<file path="src/rtl/keypad_scanner.sv">
// 4x4 matrix keypad scanner: walks an active-low column strobe, debounces press and
// release inside the FSM, and reports the accepted key as a code, a one-cycle tick and a held level.
//
// state      | meaning
// SCAN       | strobe one column per dwell period, look for any low row
// DB_PRESS   | row pattern latched, must stay identical for the full debounce window
// PRESSED    | key accepted, column frozen, wait for all rows high
// DB_RELEASE | rows high, must stay high for the full debounce window
module keypad_scanner #(
    parameter int SCAN_WIDTH = 10,
    parameter int DB_WIDTH   = 21
) (
    input  logic       clk,
    input  logic       reset,
    input  logic [3:0] row,
    output logic [3:0] col,
    output logic [3:0] key_code,
    output logic       key_valid,
    output logic       key_held
);

    typedef enum logic [1:0] {
        SCAN       = 2'd0,
        DB_PRESS   = 2'd1,
        PRESSED    = 2'd2,
        DB_RELEASE = 2'd3
    } state_t;

    localparam logic [SCAN_WIDTH-1:0] DWELL_ONE = 1;
    localparam logic [DB_WIDTH-1:0]   DB_ONE    = 1;

    state_t                state_q, state_d;
    logic [3:0]            row_meta_q;
    logic [3:0]            row_sync_q;
    logic [3:0]            row_latch_q, row_latch_d;
    logic [1:0]            col_idx_q, col_idx_d;
    logic [3:0]            col_q, col_d;
    logic [SCAN_WIDTH-1:0] dwell_q, dwell_d;
    logic [DB_WIDTH-1:0]   db_q, db_d;
    logic [3:0]            key_code_q, key_code_d;
    logic                  key_valid_q, key_valid_d;
    logic                  key_held_q, key_held_d;

    logic [1:0]            row_idx;
    logic                  rows_idle;
    logic                  pattern_match;
    logic                  dwell_done;
    logic                  db_done;

    assign rows_idle     = (row_sync_q == 4'hF);
    assign pattern_match = (row_sync_q == row_latch_q);
    assign dwell_done    = (dwell_q == '1);
    assign db_done       = (db_q == '1);

    // Lowest-indexed low row wins when several rows are pulled down together.
    always_comb begin
        row_idx = 2'd3;
        if (!row_latch_q[0]) begin
            row_idx = 2'd0;
        end else if (!row_latch_q[1]) begin
            row_idx = 2'd1;
        end else if (!row_latch_q[2]) begin
            row_idx = 2'd2;
        end
    end

    always_ff @(posedge clk or negedge reset) begin
        if (!reset) begin
            row_meta_q <= 4'hF;
            row_sync_q <= 4'hF;
        end else begin
            row_meta_q <= row;
            row_sync_q <= row_meta_q;
        end
    end

    always_ff @(posedge clk or negedge reset) begin
        if (!reset) begin
            state_q     <= SCAN;
            row_latch_q <= 4'hF;
            col_idx_q   <= 2'd0;
            col_q       <= 4'b1110;
            dwell_q     <= '0;
            db_q        <= '0;
            key_code_q  <= 4'd0;
            key_valid_q <= 1'b0;
            key_held_q  <= 1'b0;
        end else begin
            state_q     <= state_d;
            row_latch_q <= row_latch_d;
            col_idx_q   <= col_idx_d;
            col_q       <= col_d;
            dwell_q     <= dwell_d;
            db_q        <= db_d;
            key_code_q  <= key_code_d;
            key_valid_q <= key_valid_d;
            key_held_q  <= key_held_d;
        end
    end

    always_comb begin
        state_d     = state_q;
        row_latch_d = row_latch_q;
        col_idx_d   = col_idx_q;
        dwell_d     = dwell_q;
        db_d        = db_q;
        key_code_d  = key_code_q;
        key_valid_d = 1'b0;
        key_held_d  = key_held_q;

        unique case (state_q)
            SCAN: begin
                if (dwell_done) begin
                    dwell_d = '0;
                    if (!rows_idle) begin
                        row_latch_d = row_sync_q;
                        db_d        = '0;
                        state_d     = DB_PRESS;
                    end else begin
                        col_idx_d = col_idx_q + 2'd1;
                    end
                end else begin
                    dwell_d = dwell_q + DWELL_ONE;
                end
            end
            DB_PRESS: begin
                if (!pattern_match) begin
                    db_d    = '0;
                    dwell_d = '0;
                    state_d = SCAN;
                end else if (db_done) begin
                    key_code_d  = {row_idx, col_idx_q};
                    key_valid_d = 1'b1;
                    key_held_d  = 1'b1;
                    state_d     = PRESSED;
                end else begin
                    db_d = db_q + DB_ONE;
                end
            end
            PRESSED: begin
                if (rows_idle) begin
                    db_d    = '0;
                    state_d = DB_RELEASE;
                end
            end
            DB_RELEASE: begin
                // A bounce back to low resumes the held key without a new tick.
                if (!rows_idle) begin
                    state_d = PRESSED;
                end else if (db_done) begin
                    key_held_d = 1'b0;
                    col_idx_d  = col_idx_q + 2'd1;
                    dwell_d    = '0;
                    db_d       = '0;
                    state_d    = SCAN;
                end else begin
                    db_d = db_q + DB_ONE;
                end
            end
            default: begin
                state_d = SCAN;
            end
        endcase

        col_d = ~(4'b0001 << col_idx_d);
    end

    assign col       = col_q;
    assign key_code  = key_code_q;
    assign key_valid = key_valid_q;
    assign key_held  = key_held_q;

endmodule

</file>
<file path="config.mk">
export PLATFORM = sky130hd
export DESIGN_NAME = keypad_scanner
export DESIGN_NICKNAME = d
export VERILOG_FILES = /design/src/rtl/keypad_scanner.sv
export SDC_FILE = /design/constraint.sdc
export NUM_CORES = 1
export LEC_CHECK = 0
export CAP_MARGIN = 25
export CORE_ASPECT_RATIO = 1.75
export CORE_MARGIN = 5
export CORE_UTILIZATION = 55
export CTS_CLUSTER_DIAMETER = 50
export DETAILED_ROUTE_END_ITERATION = 8
export PLACE_DENSITY = 0.74
export SYNTH_ARGS = -nofsm -noshare
export SYNTH_HDL_FRONTEND = slang
export SYNTH_SLANG_ARGS = --single-unit
</file>
<file path="constraint.sdc">
create_clock -name clk -period 2.9 [get_ports clk]
set_input_delay 0.435 -clock clk [delete_from_list [all_inputs] [get_ports clk]]
set_output_delay 0.435 -clock clk [all_outputs]
set_load 0.01 [all_outputs]
</file>
# Yosys cells after proc, flatten, opt, wreduce, memory -nomap -nowiden
# Index checks and enable logic that the tools add are counted.
# op_classes
n_reduce_logical	9
add_sub_neg	3
bitwise	2
n_eq_ne	18
mux	37
shift	1
# ops
op	count
$mux W21	7
$pmux W21 S4	1
$mux W10	4
$pmux W10 S3	1
$mux W2	13
$add A21 B1 Y21 const B	1
$eq A21 B21 Y1 const B	1
$ne A2 B2 Y1 const B	8
$reduce_and A5 Y1	3
$add A10 B1 Y10 const B	1
$eq A10 B10 Y1 const B	1
$ne A3 B3 Y1 const B	3
$mux W1	8
$pmux W2 S4	1
$reduce_and A3 Y1	2
$eq A2 B2 Y1 const B	2
$eq A4 B4 Y1	1
$eq A4 B4 Y1 const B	1
$not A4 Y4	1
$pmux W2 S2	1
$reduce_and A4 Y1	1
$shl A1 B2 Y4 const A	1
$reduce_bool A3 Y1	1
$add A2 B1 Y2 const B	1
5 further kinds	5
# totals
ff_bits	57
word_cells	81

# Longest topological paths before layout
# depth
word_depth	6
mapped_depth	9
depth_no_buf	8

# Worst setup path after synthesis
# OpenSTA, ideal clock, no wires.
# synth_path
path_type	flip-flop to flip-flop
startpoint	register dwell_q[0]
endpoint	register db_q[4]
t_required_ns	2.822
stages_incl_launch_ff	9
path_slack_ns	0.700
setup_ns	0.078
arrival_time_ns	2.123
cell_sequence	dfrtp_1 > ha_1 > nand3_1 > o41ai_4 > nand2_2 > buf_2 > or2_4 > or3_1 > a21oi_1
# synth_between
elab_chain_cells	3
# synth_rtl
item	line	text
start, declared	38	logic [SCAN_WIDTH-1:0] dwell_q, dwell_d;
start signal, assigned	93	dwell_q <= dwell_d;
$eq A10 B10 Y1	52	assign dwell_done = (dwell_q == '1);
$ne A2 B2 Y1 (no line)	n/a	
$reduce_and A5 Y1 (no line)	n/a	
end signal, assigned	84	db_q <= '0;
end signal, assigned	94	db_q <= db_d;
end, declared	39	logic [DB_WIDTH-1:0] db_q, db_d;
# Every way passes these cells.
# A chain may end at the register's enable or synchronous reset.

# Final worst setup path
# layout_path
startpoint	register dwell_q[0]
endpoint	register db_q[6]
# The elaborated chain is that of the path after synthesis.

==> qor.csv <==
metric,value,unit
outcome,"finished, final reports clean",
drtPass1Iterations,4,
worstPathRequired,3.13,ns
r2r_cells,7,
final_area,0.00340,mm^2
clock_sinks,57,
syn_inst,303,
die_area,0.00697,mm^2
end_kind,flop,
grt_pass1_wl,11400,um
rsz0062_at_grt,false,
cp.arrival,2.85,ns
clkLatencyLatePin,0.35,ns
r2r_start,dwell_q[0],
cts_setup_buffers,0,
syn_avg_cell_area,9.71,um^2
synth_edf_count,0,
overflow,0,
root_buffer,clkbuf_8,
path_delay_family,compound AO/OA/AOI/OAI gates,
p_leak,1.40,nW
synth.most_common_cell,dfrtp_1,
hold_path.class,input pin to async pin,
clockBufferDepth,2,
fin_crit_sh,0.902,
yosys.area.top_type_share,0.357,
power_density,494,mW/mm^2
drive_gt1_frac,0.156,
r2r_slack,0.28,ns
finalWorstSetupSlack,0.283,ns
crit_fanout,20,
final_hold_viol_count,0,
num_vias,2367,
setup-tns-final,0,ns
grt_max_degree,22,
syn_area,0.00294,mm^2
dp_slack,0.320,ns
yosysSeqAreaShare,0.491,
antenna_cells,0,
min_period,2.62,ns
grt_antenna_before_repair,0,
first_global_vias,2451,
pwr-share-clk,0.500,
coreArea,0.00526,mm^2
viasPerCell,6.10,
slowest_delay,0.54,ns
maxCapViolCount,0,
p_comb_frac,0.017,
fmax,382,MHz
slowest_stage,a211oi_2,
drtIter0Drc,232,
p_sw_frac,0.221,
area_growth,15.4,%
synthArstFlopShare,1.00,
htreeDepth,3,
yosysTopAreaCell,dfrtp_1,
ys_types,51,
power_switching,0.371,mW
wl_per_cell,16.7,um
start_util,0.560,
ctsHoldBuffers,0,
drv_slew,0,
clk_pin_slew,0.07,ns
p_int,1.31,mW
ctsResizeCount,0,
dp_cells,372,
dieWidth,65.3,um
stdcell_count,388,
final_antenna_net_count,0,
synth_seq_cells,57,
wl,6490,um
setup_viol,0,
dp_hpwl,4740,um
rows,35,
max_slew_margin,0.594,
crit_buf_inv,1,
grt_use_total,0.213,
yosys-top-cells-count,"42 x dfrtp_1, 34 x nand2_1, 31 x nor2_1",
worst_pin_slew,0.609,ns
crit_chain,ha_1 > nand3_1 > o41ai_4 > nand2_2 > a211oi_2 > buf_4 > nor2_1,
drc,0,
worstSetupStartpointType,flop,
synth_ff_type,dfrtp_1,
die_h,107,um
syn-num-nets,316,
postPlaceCellArea,0.00317,mm^2
io_pins,16,
max-vdd-ir-drop,418,uV
routabilityCongestion,0.846,
cts_tree,done,
timing_worst_setup_path_type,flop to flop,
cts_made_buffers,9,
synth.area.top_cells,"dfrtp_1 36%, dfstp_2 13%, nand2_1 4.3%",
r2r_end,db_q[6],
nets,341,
fin_skew,0.0106,ns
portBuffers,15,
sequentialPowerShare,0.483,
synth-warning-count,0,
-- metal layers --
layer  GRT usage  wire [um]
met1       0.235       2420
met2       0.362       3560
met3      0.0639        281
met4       0.111        226
met5           0          0
-- worst max path at each step --
| stage | from | endpoint | slack (ns) | cells after the start |
|---|---|---|---|---|
| after floorplan | dwell_q[0] | db_q[4] | 0.70 | 8 |
| after global placement | dwell_q[0] | db_q[6] | 0.42 | 7 |
| after detailed placement | dwell_q[0] | db_q[6] | 0.32 | 7 |
| after CTS | dwell_q[0] | db_q[4] | 0.29 | 7 |
| after global routing | dwell_q[0] | db_q[12] | 0.08 | 7 |
| final | dwell_q[0] | db_q[6] | 0.28 | 7 |
-- area by class of cell --
class	instances	area (um^2)
fillers	458	1860
flip-flops and latches	57	1450
multi-input cells	229	1420
repair buffers	23	205
clock buffers	9	124
clock inverters	7	103
well taps	55	68.8
inverters	8	30.0
-- worst reg2reg max path, delay by kind of cell, from the launching register on --
family	cells	cell delay, ns
buffers and inverters	1	0.26
AO/OA/AOI/OAI	2	0.97
flip-flops	1	0.41
adder cells (fa/ha/maj)	1	0.22
AND/OR/NAND/NOR	3	0.63
-- cells in the final DEF (no fill, tap or decap), types with 2 or more instances in the layout --
master / n
ha_1: 7
o2111ai_1: 2
mux2_2: 4
o31ai_1: 8
a31oi_1: 3
nor4b_1: 2
clkbuf_8: 9
a21oi_1: 5
a22o_1: 2
dfrtp_1: 42
bufinv_16: 2
nor2_1: 31
nor3_1: 14
and2_1: 4
clkinv_4: 2
xnor2_1: 14
clkdlybuf4s50_1: 14
buf_4: 8
and4_1: 3
and3_1: 5
nor4_1: 6
nor3b_1: 2
nand3_1: 19
nand2b_1: 8
o41ai_1: 2
nand4_1: 7
inv_6: 2
or2_2: 2
o21ai_0: 21
inv_1: 8
nand2_1: 34
dfstp_2: 15
or3_1: 3
-- registers in the layout, summed over array words and instances, names as in the netlist --
register     count
key_code         4
key_valid        1
col_idx_q        2
row_sync_q       4
dwell_q         10
key_held         1
db_q            21
col              4
row_latch_q      4
state_q          2
row_meta_q       4
-- power groups by stage --
stage	sequential [mW]	clock (mW)	combinational, mW
after detailed placement	0.824	0	0.0298
after CTS	0.810	0.852	0.0298
final	0.810	0.839	0.0283
after global routing	0.810	0.904	0.0331
after floorplan	0.823	0	0.00537
after global placement	0.824	0	0.0290
-- metrics by stage --
| stage | hold slack (ns) | power [mW] | utilization |
|---|---|---|---|
| 5_1_grt | 0.0375 | 1.75 | 0.646 |
| 6_report | 0.0107 | 1.68 | 0.646 |
| 3_3_place_gp | 0.346 | 0.853 | 0.603 |
| 3_5_place_dp | 0.348 | 0.854 | 0.603 |
| 4_1_cts | 0.0168 | 1.69 | 0.646 |
| 2_1_floorplan | 0.139 | 0.829 | - |
-- kinds of logic after synthesis --
group / after synthesis / synth area share
buf+inv: 17 / 0.0259
mux: 5 / 0.0187
fa+ha+maj: 7 / 0.0298
flops: 57 / 0.491
simple gates: 146 / 0.254
xor+xnor: 14 / 0.0417
compound gates: 57 / 0.138
Note: power is estimated with default switching activity, not from simulation.
